<file path="config.mk">
export PLATFORM = sky130hd
export DESIGN_NAME = seg_display_ctrl
export DESIGN_NICKNAME = d
export VERILOG_FILES = /design/src/rtl/seg_display_pkg.sv /design/src/rtl/seg_decode.sv /design/src/rtl/seg_display_ctrl.sv
export SDC_FILE = /design/constraint.sdc
export NUM_CORES = 1
export LEC_CHECK = 0
export ABC_AREA = 0
export CORE_MARGIN = 3
export CORE_UTILIZATION = 35
export CTS_CLUSTER_SIZE = 28
export DETAILED_ROUTE_END_ITERATION = 6
export SLEW_MARGIN = 10
export SYNTH_ARGS = -nofsm -noshare
export SYNTH_HDL_FRONTEND = slang
export SYNTH_HIERARCHICAL = 1
export SYNTH_SLANG_ARGS = --single-unit
</file>
<file path="constraint.sdc">
create_clock -name clk -period 3 [get_ports clk]
set_input_delay 0.9 -clock clk [delete_from_list [all_inputs] [get_ports clk]]
set_output_delay 0.9 -clock clk [all_outputs]
set_load 0.03 [all_outputs]
</file>
<file path="src/rtl/seg_display_pkg.sv">
// Shared types and constants for the seven-segment display controller.
package seg_display_pkg;

  localparam int unsigned BCD_W  = 4;
  localparam int unsigned SEG_W  = 7;
  localparam int unsigned AN_W   = 3;
  localparam int unsigned VAL_W  = 8;
  localparam int unsigned BIT_W  = 3;

  typedef enum logic [1:0] {
    IDLE    = 2'd0,
    CONVERT = 2'd1,
    COMMIT  = 2'd2
  } state_e;

  // Active-low segment codes, bit order {g,f,e,d,c,b,a}
  localparam logic [SEG_W-1:0] SEG_0     = 7'b1000000;
  localparam logic [SEG_W-1:0] SEG_1     = 7'b1111001;
  localparam logic [SEG_W-1:0] SEG_2     = 7'b0100100;
  localparam logic [SEG_W-1:0] SEG_3     = 7'b0110000;
  localparam logic [SEG_W-1:0] SEG_4     = 7'b0011001;
  localparam logic [SEG_W-1:0] SEG_5     = 7'b0010010;
  localparam logic [SEG_W-1:0] SEG_6     = 7'b0000010;
  localparam logic [SEG_W-1:0] SEG_7     = 7'b1111000;
  localparam logic [SEG_W-1:0] SEG_8     = 7'b0000000;
  localparam logic [SEG_W-1:0] SEG_9     = 7'b0010000;
  localparam logic [SEG_W-1:0] SEG_BLANK = 7'b1111111;

  // Active-low digit enables
  localparam logic [AN_W-1:0] AN_ONES  = 3'b110;
  localparam logic [AN_W-1:0] AN_TENS  = 3'b101;
  localparam logic [AN_W-1:0] AN_HUNDS = 3'b011;
  localparam logic [AN_W-1:0] AN_OFF   = 3'b111;

  // Double-dabble correction: a nibble of 5 or more would overflow a decade when doubled
  function automatic logic [BCD_W-1:0] bcd_adj(input logic [BCD_W-1:0] n);
    return (n >= BCD_W'(5)) ? n + BCD_W'(3) : n;
  endfunction

endpackage

</file>
<file path="src/rtl/seg_decode.sv">
// BCD digit to active-low seven-segment code; non-decimal nibbles go blank.
module seg_decode
  import seg_display_pkg::*;
(
  input  logic [BCD_W-1:0] bcd_i,
  output logic [SEG_W-1:0] seg_c_o
);

  // Pure lookup, no state
  always_comb begin
    seg_c_o = SEG_BLANK;
    case (bcd_i)
      4'd0:    seg_c_o = SEG_0;
      4'd1:    seg_c_o = SEG_1;
      4'd2:    seg_c_o = SEG_2;
      4'd3:    seg_c_o = SEG_3;
      4'd4:    seg_c_o = SEG_4;
      4'd5:    seg_c_o = SEG_5;
      4'd6:    seg_c_o = SEG_6;
      4'd7:    seg_c_o = SEG_7;
      4'd8:    seg_c_o = SEG_8;
      4'd9:    seg_c_o = SEG_9;
      default: seg_c_o = SEG_BLANK;
    endcase
  end

endmodule

</file>
<file path="src/rtl/seg_display_ctrl.sv">
// Three-digit seven-segment controller: load/busy handshake, iterative
// binary-to-BCD conversion, and a time-multiplexed scan of the committed digits.
module seg_display_ctrl
  import seg_display_pkg::*;
#(
  parameter int unsigned REFRESH_DIV = 50000,
  parameter bit          BLANK_LZ    = 1'b1
) (
  input  logic             clk,
  input  logic             rst_n,
  input  logic [VAL_W-1:0] value_i,
  input  logic             load_i,
  output logic             busy_o,
  output logic             done_o,
  output logic [SEG_W-1:0] seg_o,
  output logic [AN_W-1:0]  an_o
);

  localparam int unsigned     CNT_W   = (REFRESH_DIV > 1) ? $clog2(REFRESH_DIV) : 1;
  localparam logic [CNT_W-1:0] CNT_MAX = CNT_W'(REFRESH_DIV - 1);
  localparam int unsigned     CONV_W  = 3 * BCD_W + VAL_W;

  // Conversion datapath
  state_e             state_q;
  logic [VAL_W-1:0]   shift_q;
  logic [BCD_W-1:0]   hund_q, tens_q, ones_q;
  logic [BIT_W-1:0]   bit_q;
  logic               busy_q, done_q;
  logic [CONV_W-1:0]  conv_d;

  // Committed digits shown by the scan
  logic [BCD_W-1:0]   disp_h_q, disp_t_q, disp_o_q;

  // Scan path
  logic [CNT_W-1:0]   rcnt_q, rcnt_d;
  logic [1:0]         idx_q, idx_d;
  logic [SEG_W-1:0]   seg_q, seg_d, dig_seg;
  logic [AN_W-1:0]    an_q, an_d;
  logic [BCD_W-1:0]   dig_sel;
  logic               blank_sel;

  // One double-dabble step: correct every nibble, then shift the whole chain left
  always_comb begin
    conv_d = {bcd_adj(hund_q), bcd_adj(tens_q), bcd_adj(ones_q), shift_q} << 1;
  end

  // Handshake and conversion sequencer with registered busy/done
  always_ff @(posedge clk or negedge rst_n) begin
    if (!rst_n) begin
      state_q  <= IDLE;
      shift_q  <= '0;
      hund_q   <= '0;
      tens_q   <= '0;
      ones_q   <= '0;
      bit_q    <= '0;
      busy_q   <= 1'b0;
      done_q   <= 1'b0;
      disp_h_q <= '0;
      disp_t_q <= '0;
      disp_o_q <= '0;
    end else begin
      done_q <= 1'b0;
      unique case (state_q)
        IDLE: begin
          if (load_i) begin
            shift_q <= value_i;
            hund_q  <= '0;
            tens_q  <= '0;
            ones_q  <= '0;
            bit_q   <= '0;
            busy_q  <= 1'b1;
            state_q <= CONVERT;
          end
        end
        CONVERT: begin
          {hund_q, tens_q, ones_q, shift_q} <= conv_d;
          bit_q <= bit_q + BIT_W'(1);
          if (bit_q == BIT_W'(VAL_W - 1)) begin
            state_q <= COMMIT;
          end
        end
        COMMIT: begin
          disp_h_q <= hund_q;
          disp_t_q <= tens_q;
          disp_o_q <= ones_q;
          busy_q   <= 1'b0;
          done_q   <= 1'b1;
          state_q  <= IDLE;
        end
        default: begin
          busy_q  <= 1'b0;
          state_q <= IDLE;
        end
      endcase
    end
  end

  // Free-running refresh divider; digit index advances on each wrap
  always_comb begin
    rcnt_d = rcnt_q + CNT_W'(1);
    idx_d  = idx_q;
    if (rcnt_q == CNT_MAX) begin
      rcnt_d = '0;
      idx_d  = (idx_q == 2'd2) ? 2'd0 : idx_q + 2'd1;
    end
  end

  // Select the digit for the current index and decide leading-zero blanking
  always_comb begin
    dig_sel   = disp_o_q;
    an_d      = AN_ONES;
    blank_sel = 1'b0;
    case (idx_q)
      2'd1: begin
        dig_sel   = disp_t_q;
        an_d      = AN_TENS;
        blank_sel = BLANK_LZ && (disp_h_q == '0) && (disp_t_q == '0);
      end
      2'd2: begin
        dig_sel   = disp_h_q;
        an_d      = AN_HUNDS;
        blank_sel = BLANK_LZ && (disp_h_q == '0);
      end
      default: begin
        dig_sel   = disp_o_q;
        an_d      = AN_ONES;
        blank_sel = 1'b0;
      end
    endcase
  end

  seg_decode u_seg_decode (
    .bcd_i   (dig_sel),
    .seg_c_o (dig_seg)
  );

  assign seg_d = blank_sel ? SEG_BLANK : dig_seg;

  // Scan registers; pins follow index/digit changes by one cycle
  always_ff @(posedge clk or negedge rst_n) begin
    if (!rst_n) begin
      rcnt_q <= '0;
      idx_q  <= '0;
      seg_q  <= SEG_BLANK;
      an_q   <= AN_OFF;
    end else begin
      rcnt_q <= rcnt_d;
      idx_q  <= idx_d;
      seg_q  <= seg_d;
      an_q   <= an_d;
    end
  end

  assign busy_o = busy_q;
  assign done_o = done_q;
  assign seg_o  = seg_q;
  assign an_o   = an_q;

endmodule
</file>
==> impl_results.md, run 1 <==
- Outcome: complete, no violations
- Min-Delay Path Class: reg -> reg
- Number of distinct library cells after synthesis: 41
- Fin Hold WS: ~0.49 ns
- Vias post-DR: ~2200
- Place WS: approximately 0.4 ns
- Largest net degree at the start of global routing: 27
- CTS buffer count: 9
- Layout cells sized above 1: between 10 and 15%
- Die ar.: about 10000 µm²
- Post-synthesis adder-cell area fraction: around 7%
- Average cell area after synthesis: ~10 µm²
- Top post-synthesis cells by area: dfrtp_1 44%, dfstp_2 8.1%, ha_1 7.0%
- Setup bufs post-CTS: 0
- Crit Path Class: reg -> reg
- Die W: between 100 and 150 µm
- Num rows: 34
- WP buf/inv: 2
- Power density over cell area: approximately 860 nW/µm²
- Post-DP Area: approximately 3600 µm²
- Clock transition at the registers of the reported paths: about 0.07 ns
- Primary FF master, synth: dfrtp_1
- RSZ-0062 raised after global routing: false
- Max-cap violations: 0
- CTS tree: yes
- R2r startpoint: idx_q[0]
- Routed WL per cell: around 13 µm
- Die height: about 100 µm
- Fmax: 407.9 MHz
- EDFF count, synth: 0
- Post-route ant nets: 0
- Clock sink count: 67
- Root Buffer: clkbuf_8
- Vias per cell: between 4 and 5
- Setup Skew: between 0.008 and 0.009 ns
- DRC viols: 0
- ANT cells: 0
- Ys Warns: 6
- Post-synthesis compound-gate area fraction: ~14%
- Multiplexer share of the synthesized area: between 3 and 4%
- Min Tclk post-route: ~2.5 ns
- Fin. Hold Viols: 0
- CP Max Fanout: 10
- Final instance area: about 3800 µm²
- Simple-gate area share of the yosys netlist: between 15 and 20%
- Detailed Route Iter0 Violations: 49
- Max incr delay on CP: around 0.47 ns
- Worst-path cell chain: inv_1 > ha_1 > nor2_1 > a21oi_1 > inv_1 > ha_1 > or2_1 > a21oi_2 > a31oi_1 > nand2b_1
- Clock latency at the later pin of the worst-skew pair: between 0.3 and 0.4 ns
- Worst hold path stage count: 2
- Total gr overflow: 0
- Cell count along the critical path: 10
- H-Tree Depth: 3
- Crit path DAT: approximately 2.7 ns
- Placer Congestion: slightly above 0.8
- Fillers: 870
- I/O Buffers: 22
- Syn_nets: between 300 and 400
- Crit start category: flop
- Vias in the first global route: ~2300
- Initial antenna violation count: 0
- FF+latch count, synth: 67
- Clk buf depth: 2
- Worst slew pin tran: between 0.9 and 1 ns
- Mapped cell area: ~3200 µm²
- Global-route wire length before repair: ~11000 µm
- # resized after CTS: 0
- DRT Wirelength: slightly below 6000 µm
- Layout Nets: 363
- Post-layout worst setup margin: roughly 0.55 ns
- Fin Setup TNS: 0 ns
- Post-synthesis sequential area ratio: 52.24%
- Area of the core: approximately 9000 µm²
- Slowest stage cell, crit path: ha_1
- All-layer global routing usage: 12.89%
- CP startpoint: idx_q[0]
- Ports: 23
- Crit end category: flop
- DR pass1 iterations: 4
- Hold_sp: shift_q[2]
- Final setup viols: 0
- Reg2Reg Depth: 10
- Async S/R FF share, synth: 100.0%
- Initial Util: between 30% and 40%
- Post-DP HPWL: slightly above 4000 µm
- Area Growth Syn to Fin: 16.45%
- Largest family of logic cells by synthesized area: simple AND/OR/NAND/NOR gates
- XOR/XNOR share of the synthesized area: under 10%
- Max-slew headroom: between 30% and 40%
- Top-count cell post-synth: dfrtp_1
- Synth top area share: 44.12%
- Pins Over Slew Limit: 0
- Worst EP required: approximately 3.3 ns
- Critical path's top delay family: adder cells
- Hold buffers post-CTS: 0
- Synth area leader: dfrtp_1
- Cells after Synth: between 300 and 400
- Synth top cells by count: 57 x dfrtp_1, 27 x o21ai_0, 26 x nor2_1
- Final period util: between 80% and 90%
- Cell leakage power: about 0.0017 µW
- R2R Setup Slk: 0.55 ns
- Max rail drop VDD: 0.3806 mV
per-stage QoR:
step / utilization (%) / power (µW) / cells
floorplan: - / 2219 / 308
global placement: 40.21 / 2483 / 431
detailed placement: 40.21 / 2525 / 431
CTS: 42.55 / 3296 / 447
global route: 42.55 / 3534 / 447
finish: 42.55 / 3250 / 447
layout make-up:
class	instances	area, µm²	area share [%]
Clock inverter	3	16.27	0.4320
Sequential cell	67	1689	44.87
Timing Repair Buffer	27	252.7	6.713
Tap cell	108	135.1	3.589
Clock buffer	13	190.2	5.052
Inverter	18	67.56	1.795
Multi-Input combinational cell	211	1414	37.55
path summary, 6_finish.rpt:
| kind | to |
|---|---|
| hold / removal | shift_q[2] |
| min in group asynchronous | rcnt_q[13] |
| hold reg to reg | shift_q[2] |
| setup / recovery | seg_o[3] |
| max in group asynchronous | hund_q[3] |
| setup reg to reg | seg_o[3] |
layer usage:
metal / GRT usage (%) / part of all wire [%] / up-vias
li1: - / - / 1121
met1: 17.02 / 52 / 1067
met2: 19.84 / 42 / 34
met3: 4.983 / 4.3 / 7
met4: 3.633 / 1.2 / 0
met5: 0 / 0 / -
worst reg2reg max path, stage by stage (launching register included):
cell and delay [ns]:
dfrtp_1 0.38, inv_1 0.08, ha_1 0.47, nor2_1 0.09, a21oi_1 0.36, inv_1 0.17, ha_1 0.21, or2_1 0.23
a21oi_2 0.15, a31oi_1 0.05, nand2b_1 0.18
placed cells by master, fill, tap and decap left out, drive strengths merged, types with 5 or more instances in the layout:
cell,count
mux2,7
a21oi,14
nand2,25
xor2,7
a22oi,10
nor2,26
inv,19
dfrtp,57
a22o,5
xnor2,9
nand2b,15
clkdlybuf4s50,21
ha,18
clkbuf,13
dfstp,10
nor3,5
buf,6
o21ai,29
nand3,5
state kept, by name, summed over array words and instances (netlist names):
| signal | cells |
|---|---|
| rcnt_q | 16 |
| shift_q | 8 |
| seg_o | 7 |
| disp_h_q | 4 |
| disp_o_q | 4 |
| disp_t_q | 4 |
| hund_q | 4 |
| ones_q | 4 |
| tens_q | 4 |
| an_o | 3 |
| bit_q | 3 |
| idx_q | 2 |
| state_q | 2 |
| busy_o | 1 |
| done_o | 1 |
cell families after synthesis:
family	count (synthesis)
compound gates	72
xor+xnor	16
fa+ha+maj	18
buf+inv	30
flops	67
mux	9
simple gates	96
where the power goes:
| group | internal [µW] | total, µW | switching [µW] |
|---|---|---|---|
| combinational | 522 | 1140 | 614 |
| clock | 416 | 755 | 339 |
| sequential | 1170 | 1360 | 186 |
Note: power is estimated with default switching activity, not from simulation.
==> run 2, diff against run 1 <==
==> constraint.sdc (replaced) <==
create_clock -name clk -period 2.1 [get_ports clk]
set_input_delay 0.63 -clock clk [delete_from_list [all_inputs] [get_ports clk]]
set_output_delay 0.63 -clock clk [all_outputs]
set_load 0.03 [all_outputs]
==> run 2 against run 1 <==
  * Clock-buffer cell count fell by 3
  * Design area grew 4.8%
  * Die area unchanged
  * Clock skew is 0.00082 ns lower
  * Worst hold slack got worse by 0.27 ns
  * Sequential power is 39% higher
==> impl_results.md, run 2 (same netlist as run 1, synthesis figures left out) <==
- All-layer global routing usage: 12.87% (-0.024 points)
- Power density over cell area: 1261 nW/µm² (+46%)
- Clock latency at the later pin of the worst-skew pair: 0.34 ns (about the same)
- Placer Congestion: 0.7509 (-6.9%)
- Hold buffers post-CTS: 0 (unchanged)
- Clk buf depth: 2 (unchanged)
- Largest net degree at the start of global routing: 39 (+44%)
- Fin. Hold Viols: 0 (unchanged)
- Initial Util: 36.54% (unchanged)
- DRT Wirelength: 5966 µm (+1.2%)
- Max rail drop VDD: 0.5766 mV (+51%)
- DRC viols: 0 (unchanged)
- Pins Over Slew Limit: 0 (unchanged)
- Min-Delay Path Class: in -> async
- R2R Setup Slk: 0.14 ns (-0.41 ns)
- Area of the core: 8848 µm² (unchanged)
- Ports: 23 (unchanged)
- Largest register FFs: 16 (unchanged)
- CP Max Fanout: 2 (-8)
- CTS tree: yes
- Critical path's top delay family: buffers and inverters
- R2r startpoint: idx_q[0]
- Max incr delay on CP: 0.67 ns (+0.20 ns)
- Clock transition at the registers of the reported paths: 0.08 ns (about the same)
- Worst slew pin tran: 0.5116 ns (-0.4119 ns)
- Routed WL per cell: 12.91 µm (-2.1%)
- Layout Nets: 378 (+4.1%)
- Die height: 102.1 µm (unchanged)
- ANT cells: 0 (unchanged)
- Max-cap violations: 0 (unchanged)
- Min Tclk post-route: just under 2 ns
- Post-DP HPWL: 4205 µm (+1.4%)
- Worst-path cell chain: clkdlybuf4s50_1
- H-Tree Depth: 3 (unchanged)
- Commonest non-fill, non-tap cells in the layout: 57 x dfrtp_1, 27 x o21ai_0, 26 x nor2_1
- Crit start category: flop
- Non-Filler Instances: 462 (+3.4%)
- Vias post-DR: 2284 (+2.5%)
- Clock sink count: 67 (unchanged)
- Post-route ant nets: 0 (unchanged)
- Global-route wire length before repair: 10560 µm (+0.32%)
- Initial antenna violation count: 0 (unchanged)
- Biggest register: rcnt_q
- Final period util: a little over nine tenths
- Outcome: complete, no violations
- Slowest stage cell, crit path: clkdlybuf4s50_1
- Max-slew headroom: 65.90% (+28 points)
- Cell leakage power: 0.001782 µW (+6.8%)
- WP buf/inv: 1 (-1)
- Post-DP Area: 3680 µm² (+3.4%)
- Fillers: 872 (+0.23%)
- Placed Cells incl. Taps: 445 (+3.2%)
- Cell count along the critical path: 1 (-9)
- Root Buffer: clkbuf_8
- Area Growth Syn to Fin: 22.02%
- CP startpoint: busy_o
- Finished Core Util: 44.58% (+2.0 points)
- Final setup viols: 0 (unchanged)
- Most common cell after layout, fill and taps aside: dfrtp_1
- Die W: 102.1 µm (unchanged)
- Fmax: about 500 MHz
- Worst EP required: 1.47 ns (-1.79 ns)
- Vias in the first global route: 2260 (+0.44%)
- DR pass1 iterations: 4 (unchanged)
- Crit path DAT: 1.36 ns (-1.35 ns)
- Reg area: 1689 µm² (unchanged)
- Crit Path Class: reg -> out
- Die ar.: 10430 µm² (unchanged)
- Reg2Reg Depth: 10 (unchanged)
- Num rows: 34 (unchanged)
- Vias per cell: 4.944 (-0.86%)
- Detailed Route Iter0 Violations: 68 (+39%)
- Area of the multi-input gates: 1439 µm² (+1.8%)
- CTS buffer count: 9 (unchanged)
- Crit end category: primary output
- Total gr overflow: 0 (unchanged)
- Layout cells sized above 1: 18.08% (+5.4 points)
- Setup Skew: 0.008105 ns (-0.0008169 ns)
- I/O Buffers: 22 (unchanged)
- Final instance area: 3945 µm² (+4.8%)
==> run 2: cell types whose count changed in the layout (fill, tap and decap cells not counted), moves of 2 or more <==
| cell | delta |
|---|---|
| clkdlybuf4s50_1 | -10 |
| a21oi_1 | -2 |
| clkbuf_8 | -2 |
| ha_2 | +2 |
| a21oi_2 | +2 |
| ha_1 | -3 |
| buf_4 | +14 |
| dlygate4sd2_1 | +10 |
| bufinv_16 | +3 |
==> run 2: final timing paths <==
kind	to
max	busy_o
min	rcnt_q[5]
max reg2reg	seg_o[0]
min reg2reg	rcnt_q[0]
max in group asynchronous	seg_o[1]
min in group clk	rcnt_q[0]
==> run 2: per-stage QoR <==
stage	setup TNS [ns]	hold WS, ns	total power (µW)	setup WS [ns]
2_1_floorplan	0	0.3344	3174	0.06544
3_3_place_gp	0	0.4612	3666	0.1422
3_5_place_dp	0	0.4688	3713	0.07636
4_1_cts	0	0.2141	5042	0.06825
5_1_grt	-0.003085	0.2337	5383	-0.003085
6_report	0	0.2171	4974	0.1125
==> run 2: layout make-up <==
class / count / share of cell area (%)
inverters: 18 / 1.713
repair buffers: 42 / 9.261
well taps: 108 / 3.425
multi-input cells: 211 / 36.47
clock inverters: 6 / 2.823
clock buffers: 10 / 3.489
flip-flops and latches: 67 / 42.82
==> run 2: power breakdown <==
group	total (µW)	internal [µW]	switching, µW
Sequential	1890	1680	218
Clock	1330	823	510
Combinational	1750	812	935
==> run 2: per-layer routing <==
metal  part of all wire (%)  global-route usage, %  vias to the layer above
met5                      0                      0                        -
li1                       -                      -                     1148
met4                   0.75                  5.146                        0
met1                     49                  16.72                     1092
met2                     46                  20.09                       39
met3                    4.4                  3.959                        5
==> run 2: timing repair <==
action | CTS | global route
buffers inserted | 0 | 1
endpoints found under the setup margin | 10 | 5
gates resized for setup | 10 | 6
pin swaps | 0 | 0
==> run 3, diff against run 2 <==
--- a/config.mk
+++ b/config.mk
@@ -10,6 +10,7 @@
 export CORE_UTILIZATION = 35
 export CTS_CLUSTER_SIZE = 28
 export DETAILED_ROUTE_END_ITERATION = 6
+export SETUP_SLACK_MARGIN = 0.15
 export SLEW_MARGIN = 10
 export SYNTH_ARGS = -nofsm -noshare
 export SYNTH_HDL_FRONTEND = slang
==> run 3 against run 2 <==
  * Non-clock buffer count up 1
  * Sequential power up 2%
  * Sequential share of layout area up 0.16 points
  * Via count up 1.1%
  * Worst hold slack worse by 0.016 ns
  * Core utilization down 0.17 points
  * Highest routed layer unchanged
==> impl_results.md, run 3 (same netlist as run 1, synthesis figures left out) <==
- Die W: 102.1 µm (unchanged)
- Placed Cells incl. Taps: 442 (-0.67%)
- CTS buffer count: 9 (unchanged)
- Fillers: 857 (-1.7%)
- Clock transition at the registers of the reported paths: 0.08 ns (about the same)
- Max-cap violations: 0 (unchanged)
- Met1 Usage GRT: 16.63% (-0.093 points)
- Num rows: 34 (unchanged)
- Die ar.: 10430 µm² (unchanged)
- Layout Nets: 379 (+0.26%)
- ANT cells: 0 (unchanged)
- Non-Filler Instances: 463 (+0.22%)
- Vias post-DR: 2309 (+1.1%)
- Clock latency at the later pin of the worst-skew pair: 0.35 ns (about the same)
- Post-layout worst setup margin: 0.1710 ns (+0.05853 ns)
- R2r startpoint: idx_q[1]
- Power density over cell area: 1187 nW/µm² (-5.9%)
- H-Tree Depth: 3 (unchanged)
- Final instance area: 3930 µm² (-0.38%)
- Largest net degree at the start of global routing: 52 (+33%)
- RSZ-0062 raised after global routing: true
- Commonest non-fill, non-tap cells in the layout: 57 x dfrtp_1, 26 x o21ai_0, 25 x nand2_1
- Met3 Resource Use GR: 5.051% (+1.1 points)
- Post-DP HPWL: 4077 µm (-3.0%)
- Crit start category: flop
- Area Growth Syn to Fin: 21.56%
- Max incr delay on CP: 0.42 ns (-0.25 ns)
- Fin Setup TNS: 0 ns (unchanged)
- Vias per cell: 4.987 (+0.88%)
- Clk buf depth: 2 (unchanged)
- Root Buffer: clkbuf_8
- CP Max Fanout: 8 (+6)
- Area of the core: 8848 µm² (unchanged)
- Global-route wire length before repair: 10620 µm (+0.53%)
- Layout cells sized above 1: 20.00% (+1.9 points)
- Initial antenna violation count: 0 (unchanged)
- Min Tclk post-route: 1.929 ns (-0.05853 ns)
- I/O Buffers: 22 (unchanged)
- Clock sink count: 67 (unchanged)
- Slowest stage cell, crit path: dfrtp_1
- Final setup viols: 0 (unchanged)
- Biggest register: rcnt_q
- Total gr overflow: 0 (unchanged)
- Worst-path cell chain: inv_2 > ha_4 > buf_6 > a21oi_4 > inv_2 > ha_2 > or2_1 > a21oi_2 > a31oi_1 > nand2b_1
- All-layer global routing usage: 13.10% (+0.23 points)
- Largest register FFs: 16 (unchanged)
- Crit Path Class: reg -> reg
- Vias in the first global route: 2275 (+0.66%)
- Max rail drop VDD: 0.5799 mV (+0.56%)
- Die height: 102.1 µm (unchanged)
- Most used routing layer: met2
- Placer Congestion: 0.7828 (+4.2%)
- Outcome: complete, no violations
- Crit end category: flop
- Post-route ant nets: 0 (unchanged)
- Ports: 23 (unchanged)
- Fin. Hold Viols: 0 (unchanged)
- Initial Util: 36.54% (unchanged)
- Grt met2 use: 20.49% (+0.40 points)
- Place WS: 0.02044 ns (-0.05592 ns)
- Pins Over Slew Limit: 0 (unchanged)
- CP startpoint: idx_q[1]
- Max-slew headroom: 72.27% (+6.4 points)
- Worst EP required: 2.36 ns (+0.89 ns)
- DR pass1 iterations: 4 (unchanged)
- Worst slew pin tran: 0.4159 ns (-0.09567 ns)
- Cell leakage power: 0.001763 µW (-1.0%)
- Fmax: 518.4 MHz (+3.0%)
- Routed WL per cell: 13.36 µm (+3.4%)
- DRT Wirelength: 6184 µm (+3.7%)
- Detailed Route Iter0 Violations: 58 (-15%)
- Final period util: 91.86% (-2.8 points)
- Min-Delay Path Class: in -> async
- Crit path DAT: 2.19 ns (+0.83 ns)
- CP dominant cell by count: inv_2
- CTS tree: yes
- DRC viols: 0 (unchanged)
- Finished Core Util: 44.41% (-0.17 points)
- Setup Skew: 0.008160 ns (+0.00005407 ns)
- Most common cell after layout, fill and taps aside: dfrtp_1
- Post-DP Area: 3665 µm² (-0.41%)
run 3: metal layers:
metal  wire (µm)  vias up  part of all wire (%)
met1        2954     1109                    48
li1            -     1155                     -
met2        2888       38                    47
met3         257        7                   4.2
met4          84        0                   1.4
met5           0        -                     0
run 3: worst max-delay path: cells and delay by family, from the launching register on:
family | cells | cell delay, ns
adder cells (fa/ha/maj) | 2 | 0.40
flip-flops | 1 | 0.42
buffers and inverters | 3 | 0.33
AO/OA/AOI/OAI | 3 | 0.33
AND/OR/NAND/NOR | 2 | 0.36
run 3: area by class of cell:
cell class                      count  area, µm²  area share (%)
Clock inverter                      4      25.02          0.6367
Sequential cell                    67       1689           42.98
Clock buffer                       12      155.1           3.948
Inverter                           18      67.56           1.719
Timing Repair Buffer               43      374.1           9.519
Multi-Input combinational cell    211       1484           37.76
Tap cell                          108      135.1           3.438
run 3: final timing paths:
kind / endpoint / slack (ns) / cells after the start
worst max-delay path: seg_o[3] / 0.17 / 10
max in group asynchronous: an_o[0] / 1.26 / 2
worst min-delay path: rcnt_q[12] / 0.20 / 1
worst max register to register: seg_o[3] / 0.17 / 10
min in group clk: shift_q[7] / 0.48 / 2
worst min register to register: shift_q[7] / 0.48 / 2
run 3: stage by stage:
step | total power, µW | hold slack, ns
after CTS | 4702 | 0.1982
after floorplan | 3184 | 0.3344
after global placement | 3658 | 0.4669
after global routing | 5052 | 0.1988
final | 4664 | 0.2010
after detailed placement | 3709 | 0.4714
run 3: what timing repair did:
action	CTS	global route
pin swaps	1	5
hold buffers	0	0
gates cloned	0	0
setup endpoints to repair	19	5
gates resized for setup	22	6
setup buffers	4	1
run 3: report_power, final:
| group | switching [µW] | internal, µW | leakage (µW) |
|---|---|---|---|
| Clock | 506 | 489 | 0.0000884 |
| Combinational | 910 | 825 | 0.000825 |
| Sequential | 258 | 1680 | 0.000850 |
